**src/rtl/sprite_line_fetch.sv**
```systemverilog
// Per-line sprite fetch: scans the sprite table during blanking and retains the first MAX_HITS
// sprites that cover the coming line. A registered lookup then reports which sprite covers each pixel.
//   state | meaning
//   IDLE  | waiting for line_start; retained entries drive the pixel lookup
//   SCAN  | issuing table addresses 0..SLOTS-1; evaluating the previous word
//   DRAIN | evaluating the word for the final address
module sprite_line_fetch #(
    parameter int SLOTS    = 8,
    parameter int MAX_HITS = 4,
    parameter int SPR_SIZE = 32
) (
    input  logic        clk,
    input  logic        reset,
    input  logic        line_start,
    input  logic [9:0]  line_y,
    input  logic        video_on,
    input  logic [9:0]  pixel_x,
    output logic [2:0]  rd_addr,
    input  logic [31:0] rd_data,
    output logic        pix_hit,
    output logic [3:0]  pix_id,
    output logic [2:0]  pix_row,
    output logic [2:0]  pix_col,
    output logic [4:0]  pix_u,
    output logic [4:0]  pix_v,
    output logic        busy,
    output logic        overflow
);

    localparam int          CNT_W     = $clog2(MAX_HITS + 1);
    localparam logic [2:0]  LAST_ADDR = 3'(SLOTS - 1);

    typedef enum logic [1:0] {IDLE, SCAN, DRAIN} state_t;

    typedef struct packed {
        logic       valid;
        logic [3:0] id;
        logic       hflip;
        logic [9:0] x;
        logic [2:0] row;
        logic [2:0] col;
        logic [4:0] v;
    } entry_t;

    state_t             state;
    logic [9:0]         line_lat;
    logic               pend;
    logic [CNT_W-1:0]   hit_cnt;
    entry_t             ent [MAX_HITS];

    logic [10:0]        word_y;
    logic [10:0]        line_ext;
    logic               word_hit;
    entry_t             new_ent;

    // Word on rd_data belongs to the address issued in the previous cycle.
    assign word_y   = {1'b0, rd_data[15:6]};
    assign line_ext = {1'b0, line_lat};
    assign word_hit = rd_data[31] && (line_ext >= word_y) &&
                      (line_ext < word_y + 11'(SPR_SIZE));

    always_comb begin
        new_ent       = '0;
        new_ent.valid = 1'b1;
        new_ent.id    = rd_data[30:27];
        new_ent.hflip = rd_data[26];
        new_ent.x     = rd_data[25:16];
        new_ent.row   = rd_data[5:3];
        new_ent.col   = rd_data[2:0];
        new_ent.v     = line_lat[4:0] - rd_data[10:6];
    end

    always_ff @(posedge clk) begin
        if (reset) begin
            state    <= IDLE;
            busy     <= 1'b0;
            rd_addr  <= '0;
            pend     <= 1'b0;
            overflow <= 1'b0;
            hit_cnt  <= '0;
            line_lat <= '0;
            for (int i = 0; i < MAX_HITS; i++) ent[i] <= '0;
        end else if (line_start) begin
            state    <= SCAN;
            busy     <= 1'b1;
            rd_addr  <= '0;
            pend     <= 1'b0;
            overflow <= 1'b0;
            hit_cnt  <= '0;
            line_lat <= line_y;
            for (int i = 0; i < MAX_HITS; i++) ent[i] <= '0;
        end else begin
            if (pend && word_hit) begin
                if (hit_cnt < CNT_W'(MAX_HITS)) begin
                    for (int i = 0; i < MAX_HITS; i++)
                        if (hit_cnt == CNT_W'(i)) ent[i] <= new_ent;
                    hit_cnt <= hit_cnt + 1'b1;
                end else begin
                    overflow <= 1'b1;
                end
            end
            case (state)
                IDLE: begin
                    pend <= 1'b0;
                end
                SCAN: begin
                    pend <= 1'b1;
                    if (rd_addr == LAST_ADDR) state <= DRAIN;
                    else                      rd_addr <= rd_addr + 1'b1;
                end
                DRAIN: begin
                    pend    <= 1'b0;
                    busy    <= 1'b0;
                    rd_addr <= '0;
                    state   <= IDLE;
                end
                default: begin
                    pend  <= 1'b0;
                    busy  <= 1'b0;
                    state <= IDLE;
                end
            endcase
        end
    end

    logic [10:0] px_ext;
    logic        sel_hit;
    logic [3:0]  sel_id;
    logic [2:0]  sel_row;
    logic [2:0]  sel_col;
    logic [4:0]  sel_u;
    logic [4:0]  sel_v;

    assign px_ext = {1'b0, pixel_x};

    // Walk from the highest index down so the lowest matching entry wins.
    always_comb begin
        sel_hit = 1'b0;
        sel_id  = '0;
        sel_row = '0;
        sel_col = '0;
        sel_u   = '0;
        sel_v   = '0;
        for (int i = MAX_HITS - 1; i >= 0; i--) begin
            if (ent[i].valid && ({1'b0, ent[i].x} <= px_ext) &&
                (px_ext < {1'b0, ent[i].x} + 11'(SPR_SIZE))) begin
                sel_hit = 1'b1;
                sel_id  = ent[i].id;
                sel_row = ent[i].row;
                sel_col = ent[i].col;
                sel_v   = ent[i].v;
                sel_u   = ent[i].hflip ?
                          5'(SPR_SIZE - 1) - (pixel_x[4:0] - ent[i].x[4:0]) :
                          (pixel_x[4:0] - ent[i].x[4:0]);
            end
        end
    end

    always_ff @(posedge clk) begin
        if (reset || !(video_on && !busy && sel_hit)) begin
            pix_hit <= 1'b0;
            pix_id  <= '0;
            pix_row <= '0;
            pix_col <= '0;
            pix_u   <= '0;
            pix_v   <= '0;
        end else begin
            pix_hit <= 1'b1;
            pix_id  <= sel_id;
            pix_row <= sel_row;
            pix_col <= sel_col;
            pix_u   <= sel_u;
            pix_v   <= sel_v;
        end
    end

endmodule

```
**config.mk**
```make
export PLATFORM = sky130hd
export DESIGN_NAME = sprite_line_fetch
export DESIGN_NICKNAME = d
export VERILOG_FILES = /design/src/rtl/sprite_line_fetch.sv
export SDC_FILE = /design/constraint.sdc
export NUM_CORES = 1
export LEC_CHECK = 0
export ABC_AREA = 1
export CAP_MARGIN = 20
export CORE_MARGIN = 3
export CORE_UTILIZATION = 60
export CTS_BUF_LIST = sky130_fd_sc_hd__clkbuf_4
export DETAILED_ROUTE_END_ITERATION = 12
export PLACE_DENSITY = 0.92
export SETUP_SLACK_MARGIN = 0.3
export SLEW_MARGIN = 20
export SYNTH_ARGS = -nofsm -noshare
export SYNTH_HDL_FRONTEND = slang
export SYNTH_SLANG_ARGS = --single-unit
```
**constraint.sdc**
```tcl
create_clock -name clk -period 7.3 [get_ports clk]
set_input_delay 0.73 -clock clk [delete_from_list [all_inputs] [get_ports clk]]
set_output_delay 0.73 -clock clk [all_outputs]
set_load 0.03 [all_outputs]
```
==> key figures, run 1 <==
Global route
  • Global-route wire length before repair: 39850 µm
  • Initial antenna violation count: 0
  • Vias in the first global route: 8400
  • Gr usage total: 0.2826
  • GRT overflow: 0
  • Largest net degree at the start of global routing: 45

CTS
  • Count of cells resized by post-cts repair: 0
  • Clock buffer count from CTS: 17
  • CTS tree: built
  • # clock sinks: 150
  • H-tree lvl count: 4
  • Insertion delay to the later sink of the worst-skew pair: 0.56 ns
  • Clock transition at the registers of the reported paths: 0.12 ns
  • Cts hold-fix bufs: 0
  • Setup Fix Bufs, Post-CTS: 0
  • CTS root buf: clkbuf_4
  • CTS max path bufs: 2

Layout
  • N_diodes: 0
  • Layout area overhead: 13.49%
  • Nets: 1381
  • Layout cell share with drive strength beyond 1: 0.07423
  • Layout Cells excl Fill: 1437

Worst setup path
  • Slowest cell on the critical path: nor2_4
  • Worst path arrival time: 4.07 ns
  • Critical path's largest stage delay: 0.71 ns
  • Critical Path Source: rd_data[6]
  • CP Data Required Time: 7.55 ns
  • Crit path cell chain: clkdlybuf4s50_1, ha_1, fa_1, nor2_1, nor2_1, o21ai_1, nand2_1, nand3_1, nand2_1, nor2_4, nand2_1, nand2_1, buf_4
  • Critical path buffers and inverters: 2
  • Critical Path Source Type: input port
  • Launching point of the worst reg2reg path: line_lat[0]
  • Crit. End Element: register
  • Cell repeated most along the worst path: nand2_1
  • Critical path's top delay family: simple AND/OR/NAND/NOR gates
  • FF-to-FF setup slack: 3.70 ns
  • CP Class: in2reg
  • Max FO, Critical Path: 32

Power
  • VDD IR max: 0.0001142 V
  • Pwr Total: 1787 µW
  • Leakage: 0.004809 µW
  • Pwr per Cell Area: 165.3 nW/µm²

Detailed routing
  • Routed Antenna Nets: 0
  • Detailed-route via count: 8271
  • Wire length per cell: 17.07 µm
  • DRT Pass-1 Iters: 7
  • Starting DRT DRC Count: 597
  • DRT Wirelength: 24530 µm
  • Via/cell ratio: 5.756
  • DRC violations left: 0

Synthesis
  • Yosys warnings: 0
  • Seq cells post-synth: 150
  • Synth Flop Type: edfxtp_1
  • Syn_area_per_cell: 8.320 µm²
  • Post-Syn Instances: 1145
  • Register area share after synthesis: 0.3982
  • Yosys cell types: 37
  • EDFF count, synth: 79
  • Synth Cell Area: 9527 µm²
  • Post-synth ARST share: 0
  • Syn Nets: 1313

Floorplan
  • Ports: 82
  • Die area: 17430 µm²
  • Die width: 132.0 µm
  • Initial Utilization: 0.6198
  • CORE AREA: 15370 µm²
  • Row count: 45
  • Die H: 132.0 µm

Min path
  • Hold_sp: state[0]
  • Min-delay worst type: reg2reg

STA
  • RSZ-0062 raised after global routing: no
  • Relative slew slack: 0.2872
  • Fin Setup TNS: 0 ns
  • Setup-failing EPs final: 0
  • Clock Skews: 0.01664 ns
  • Max frequency: 261.3 MHz
  • Slew Limit Fails: 0
  • Final min period: 3.827 ns
  • Worst hold margin: 0.4880 ns
  • Final hold violation count: 0
  • Least-Margin Pin Slew: 1.066 ns
  • Final Cycle Share: 0.5243

Placed design
  • Cells after DPL: 1403
  • GPL Wtd Cong: 0.9157
  • IO Port Bufs: 81
  • DP HPWL: 17220 µm

Run status
  • Status: finished, final reports clean

Job
  • # Max-Cap Violations: 0
-- through the flow --
stage | util | setup WS, ns | area, µm²
after floorplan | - | 2.843 | 9527
after global routing | 0.7034 | 3.278 | 10810
after detailed placement | 0.6794 | 2.779 | 10440
after CTS | 0.7000 | 3.371 | 10760
after global placement | 0.6794 | 2.857 | 10440
final | 0.7034 | 3.473 | 10810
-- final timing paths --
path                    end  depth (start not counted)
setup / recovery  ent[3][8]                         13
hold / removal     state[1]                          2
setup reg to reg  ent[3][8]                         13
hold reg to reg    state[1]                          2
-- cell usage in the layout, fill, tap and decap left out, types with 19 or more instances in the layout --
| cell type | synthesis | final |
|---|---|---|
| nand3_1 | 105 | 105 |
| nand4_1 | 36 | 36 |
| ha_1 | 107 | 107 |
| inv_1 | 138 | 138 |
| xor2_1 | 26 | 26 |
| edfxtp_1 | 79 | 79 |
| nor2_2 | 25 | 25 |
| clkbuf_4 | 0 | 19 |
| a21oi_1 | 93 | 93 |
| dfxtp_1 | 71 | 71 |
| xnor2_1 | 21 | 21 |
| clkdlybuf4s50_1 | 0 | 81 |
| nor2_1 | 118 | 117 |
| nand2_1 | 201 | 200 |
-- registers in the layout (all words and copies together) (netlist names), 2 cells and up --
register	flops
pix_col	3
hit_cnt	3
rd_addr	3
pix_row	3
line_lat	10
ent	108
pix_id	4
pix_v	5
state	2
pix_u	5
-- worst min-delay path, delay by kind of cell (launching register included) --
family	cells	cell delay (ns)
buffers and inverters	1	0.08
and+or+nand+nor	1	0.06
DFF	1	0.32
-- Yosys cell counts, types with 24 or more instances --
cell	count	area, µm²
nand3_1	105	525.5
clkbuf_1	24	90.09
nor2_2	25	156.4
ha_1	107	1339
edfxtp_1	79	2372
nor2_1	118	442.9
nand4_1	36	225.2
nand2_1	201	754.5
a21oi_1	93	465.5
xor2_1	26	227.7
inv_1	138	518.0
dfxtp_1	71	1421
-- metal layers --
| layer | share of wire | wire, µm | global-route usage | up-vias |
|---|---|---|---|---|
| li1 | - | - | - | 3921 |
| met1 | 0.38 | 9333 | 0.3239 | 3859 |
| met2 | 0.51 | 12480 | 0.5083 | 399 |
| met3 | 0.076 | 1864 | 0.05763 | 92 |
| met4 | 0.035 | 848 | 0.1260 | 0 |
| met5 | 0 | 0 | 0 | - |
-- power by group --
group          switching, µW  internal (µW)  total, µW  leakage, µW
registers               16.2            909        925      0.00146
logic                    169            108        277      0.00318
clock network            306            279        585     0.000179
-- area by class of cell --
cell class,count,area [µm²]
clock buffer,19,142.6
clock inverter,13,175.2
fill,1127,4559
inverter,145,545.5
multi-input combinational,810,4992
sequential,150,3794
tap,211,264.0
timing repair buffer,89,898.4
-- kinds of logic after synthesis --
group | after synthesis | synth area share
adders and majority gates | 112 | 0.1510
AOI/OAI and AO/OA | 126 | 0.07302
xor gates and xnor gates | 47 | 0.04321
buffers and inverters | 185 | 0.08038
DFF | 150 | 0.3982
and+or+nand+nor | 525 | 0.2541
Power figures use the tool's default switching activity.
==> run 2: changes to the inputs <==
CORE_UTILIZATION = 55   (was 60)
PLACE_DENSITY = 0.89   (was 0.92)
clock period = 3.3 ns   (was 7.3 ns; I/O delays follow)
==> key figures, run 2 (synthesis gave the netlist of run 1 again) <==
STA
  • Clock Skews: 0.03154 ns (+0.01490 ns)
  • Final Cycle Share: 0.8458
  • Final min period: 2.791 ns
  • Relative slew slack: 0.6246 (+0.3374)
  • Setup-failing EPs final: 0 (unchanged)
  • RSZ-0062 raised after global routing: yes
  • Least-Margin Pin Slew: 0.5631 ns (-0.5029 ns)
  • Max frequency: 358.3 MHz
  • Slew Limit Fails: 0 (unchanged)
  • Fin Setup TNS: 0 ns (unchanged)
  • Final hold violation count: 0 (unchanged)
  • Worst hold margin: 0.3592 ns (-0.1288 ns)

Floorplan
  • Die H: 137.6 µm (+4.2%)
  • Die area: 18940 µm² (+8.7%)
  • Initial Utilization: 0.5684 (-0.05136)
  • Ports: 82 (unchanged)
  • Die width: 137.6 µm (+4.2%)
  • CORE AREA: 16760 µm² (+9.0%)
  • Row count: 47 (+4.4%)

Worst setup path
  • Worst path arrival time: 3.19 ns (-0.88 ns)
  • Critical path's largest stage delay: 0.42 ns (-0.29 ns)
  • Critical path's top delay family: simple AND/OR/NAND/NOR gates
  • Max FO, Critical Path: 21 (-34%)
  • FF-to-FF setup slack: 0.51 ns (-3.19 ns)
  • Crit path cell chain: inv_1, ha_1, fa_1, nor2_1, nor2_1, o21ai_1, nand2_1, nand3_1, nand2_1, nor2_4, buf_4, nand3_2, buf_4, nor2_1
  • CP Data Required Time: 3.70 ns (-3.85 ns)
  • Launching point of the worst reg2reg path: line_lat[0]
  • R2R Path End: ent[3][1]
  • Cell repeated most along the worst path: nor2_1
  • Critical path buffers and inverters: 3 (+1)
  • FF-to-FF path depth: 14 (+1)
  • Slowest cell on the critical path: fa_1
  • Crit. End Element: register
  • Critical Path Source Type: register
  • CP Class: reg2reg

Layout
  • Fillers: 1284 (+14%)
  • Most common cell after layout, fill and taps aside: nand2_1
  • Nets: 1405 (+1.7%)
  • Largest regs: ent (108), line_lat (10)
  • Largest register FFs: 108 (unchanged)
  • Most frequent cells in the layout: nand2_1 (201), inv_1 (138), nor2_1 (115)
  • Largest Register: ent
  • Final core occ: 0.6561 (-0.04724)
  • Final Cell Area: 11000 µm² (+1.7%)
  • Layout cell share with drive strength beyond 1: 0.09207 (+0.01785)
  • Layout Cells excl Fill: 1470 (+2.3%)
  • Layout area overhead: 15.43%

Detailed routing
  • DRC violations left: 0 (unchanged)
  • DRT Pass-1 Iters: 6 (-1)
  • Routed Antenna Nets: 0 (unchanged)
  • Detailed-route via count: 8376 (+1.3%)
  • Starting DRT DRC Count: 797 (+34%)
  • DRT Wirelength: 25190 µm (+2.7%)
  • Wire length per cell: 17.13 µm (+0.38%)
  • Via/cell ratio: 5.698 (-1.0%)

Power
  • VDD IR max: 0.0002891 V (+150%)
  • Leakage: 0.004909 µW (+2.1%)
  • Int Pwr: 2862 µW (+120%)
  • Sw Ratio: 0.2739 (-0.0009834)
  • Part of the power in registers: 0.520 (+0.002)
  • Pwr per Cell Area: 358.5 nW/µm² (+120%)
  • Net switching power: 1080 µW (+120%)
  • Power share of the combinational group: 0.159 (+0.004)
  • Clock share of power: 0.321 (-0.006)

CTS
  • Cts hold-fix bufs: 0 (unchanged)
  • Clock transition at the registers of the reported paths: 0.12 ns (about the same)
  • CTS root buf: clkbuf_4
  • Count of cells resized by post-cts repair: 0 (unchanged)
  • H-tree lvl count: 4 (unchanged)
  • Clock buffer count from CTS: 17 (unchanged)
  • Insertion delay to the later sink of the worst-skew pair: 0.56 ns (about the same)
  • # clock sinks: 150 (unchanged)
  • CTS max path bufs: 2 (unchanged)
  • CTS tree: built
  • Setup Fix Bufs, Post-CTS: 0 (unchanged)

Global route
  • Largest net degree at the start of global routing: 44 (-2.2%)
  • Busiest layer in global routing: met2
  • M2 GR Usage: 0.4683 (-0.03999)
  • GRT overflow: 0 (unchanged)
  • Routing usage on met1: 0.3378 (+0.01389)
  • Vias in the first global route: 8316 (-1.0%)
  • Gr usage total: 0.2747 (-0.007842)
  • Initial antenna violation count: 1 (+1)
  • Global-route wire length before repair: 40300 µm (+1.1%)
  • Routing usage on met3: 0.05515 (-0.002484)

Min path
  • Hold path cells: 3 (+1)
  • Min-delay worst type: in2reg
  • Worst Hold End: line_lat[1]
  • Hold_sp: line_y[1]

Placed design
  • GPL Wtd Cong: 0.9795 (+7.0%)
  • Placed cell area: 10680 µm² (+2.2%)
  • DP HPWL: 18360 µm (+6.6%)
  • Cells after DPL: 1438 (+2.5%)
  • IO Port Bufs: 81 (unchanged)

Run status
  • Status: finished, final reports clean

Job
  • # Max-Cap Violations: 0 (unchanged)
## run 2: how the worst max path moves through the flow
stage                      startpoint         to  slack (ns)  depth (start not counted)
after global routing      line_lat[0]  ent[3][1]        0.30                         14
after floorplan            rd_data[6]  ent[3][0]        0.43                         13
after CTS                 line_lat[0]  ent[3][1]        0.55                         14
final                     line_lat[0]  ent[3][1]        0.51                         14
after detailed placement   rd_data[6]  ent[3][7]        0.20                         14
after global placement     pixel_x[3]   pix_v[4]        0.32                         13
## run 2: metal layers
metal | wire length, µm | up-vias
met4 | 839 | 0
met5 | 0 | -
met3 | 2222 | 72
met1 | 9838 | 3907
met2 | 12290 | 438
li1 | - | 3959
## run 2: worst min-delay path, cell delays in order
cell             delay (ns)
clkdlybuf4s50_1        0.40
nand2_1                0.06
o21ai_0                0.07
## run 2: power groups by stage
stage / Combinational (µW) / Clock, µW / Sequential, µW
floorplan: 381 / 0 / 2080
global placement: 587 / 0 / 2090
detailed placement: 610 / 0 / 2090
CTS: 618 / 1280 / 2050
global route: 691 / 1350 / 2050
finish: 626 / 1270 / 2050
## run 2: final cells by class
| type | instances | area [µm²] | area share |
|---|---|---|---|
| multi-input combinational | 810 | 4989 | 0.4536 |
| sequential | 150 | 3795 | 0.3451 |
| timing repair buffer | 113 | 1076 | 0.09785 |
| inverter | 145 | 545.5 | 0.04961 |
| tap | 220 | 275.3 | 0.02503 |
| clock inverter | 13 | 178.9 | 0.01627 |
| clock buffer | 18 | 135.1 | 0.01229 |
| antenna | 1 | 2.502 | 0.0002276 |
## run 2: metrics by stage
| stage | worst slack [ns] | power, µW |
|---|---|---|
| after CTS | 0.5455 | 3946 |
| after floorplan | 0.4295 | 2460 |
| after global routing | 0.2971 | 4098 |
| final | 0.5089 | 3942 |
| after detailed placement | 0.1966 | 2699 |
| after global placement | 0.3223 | 2673 |
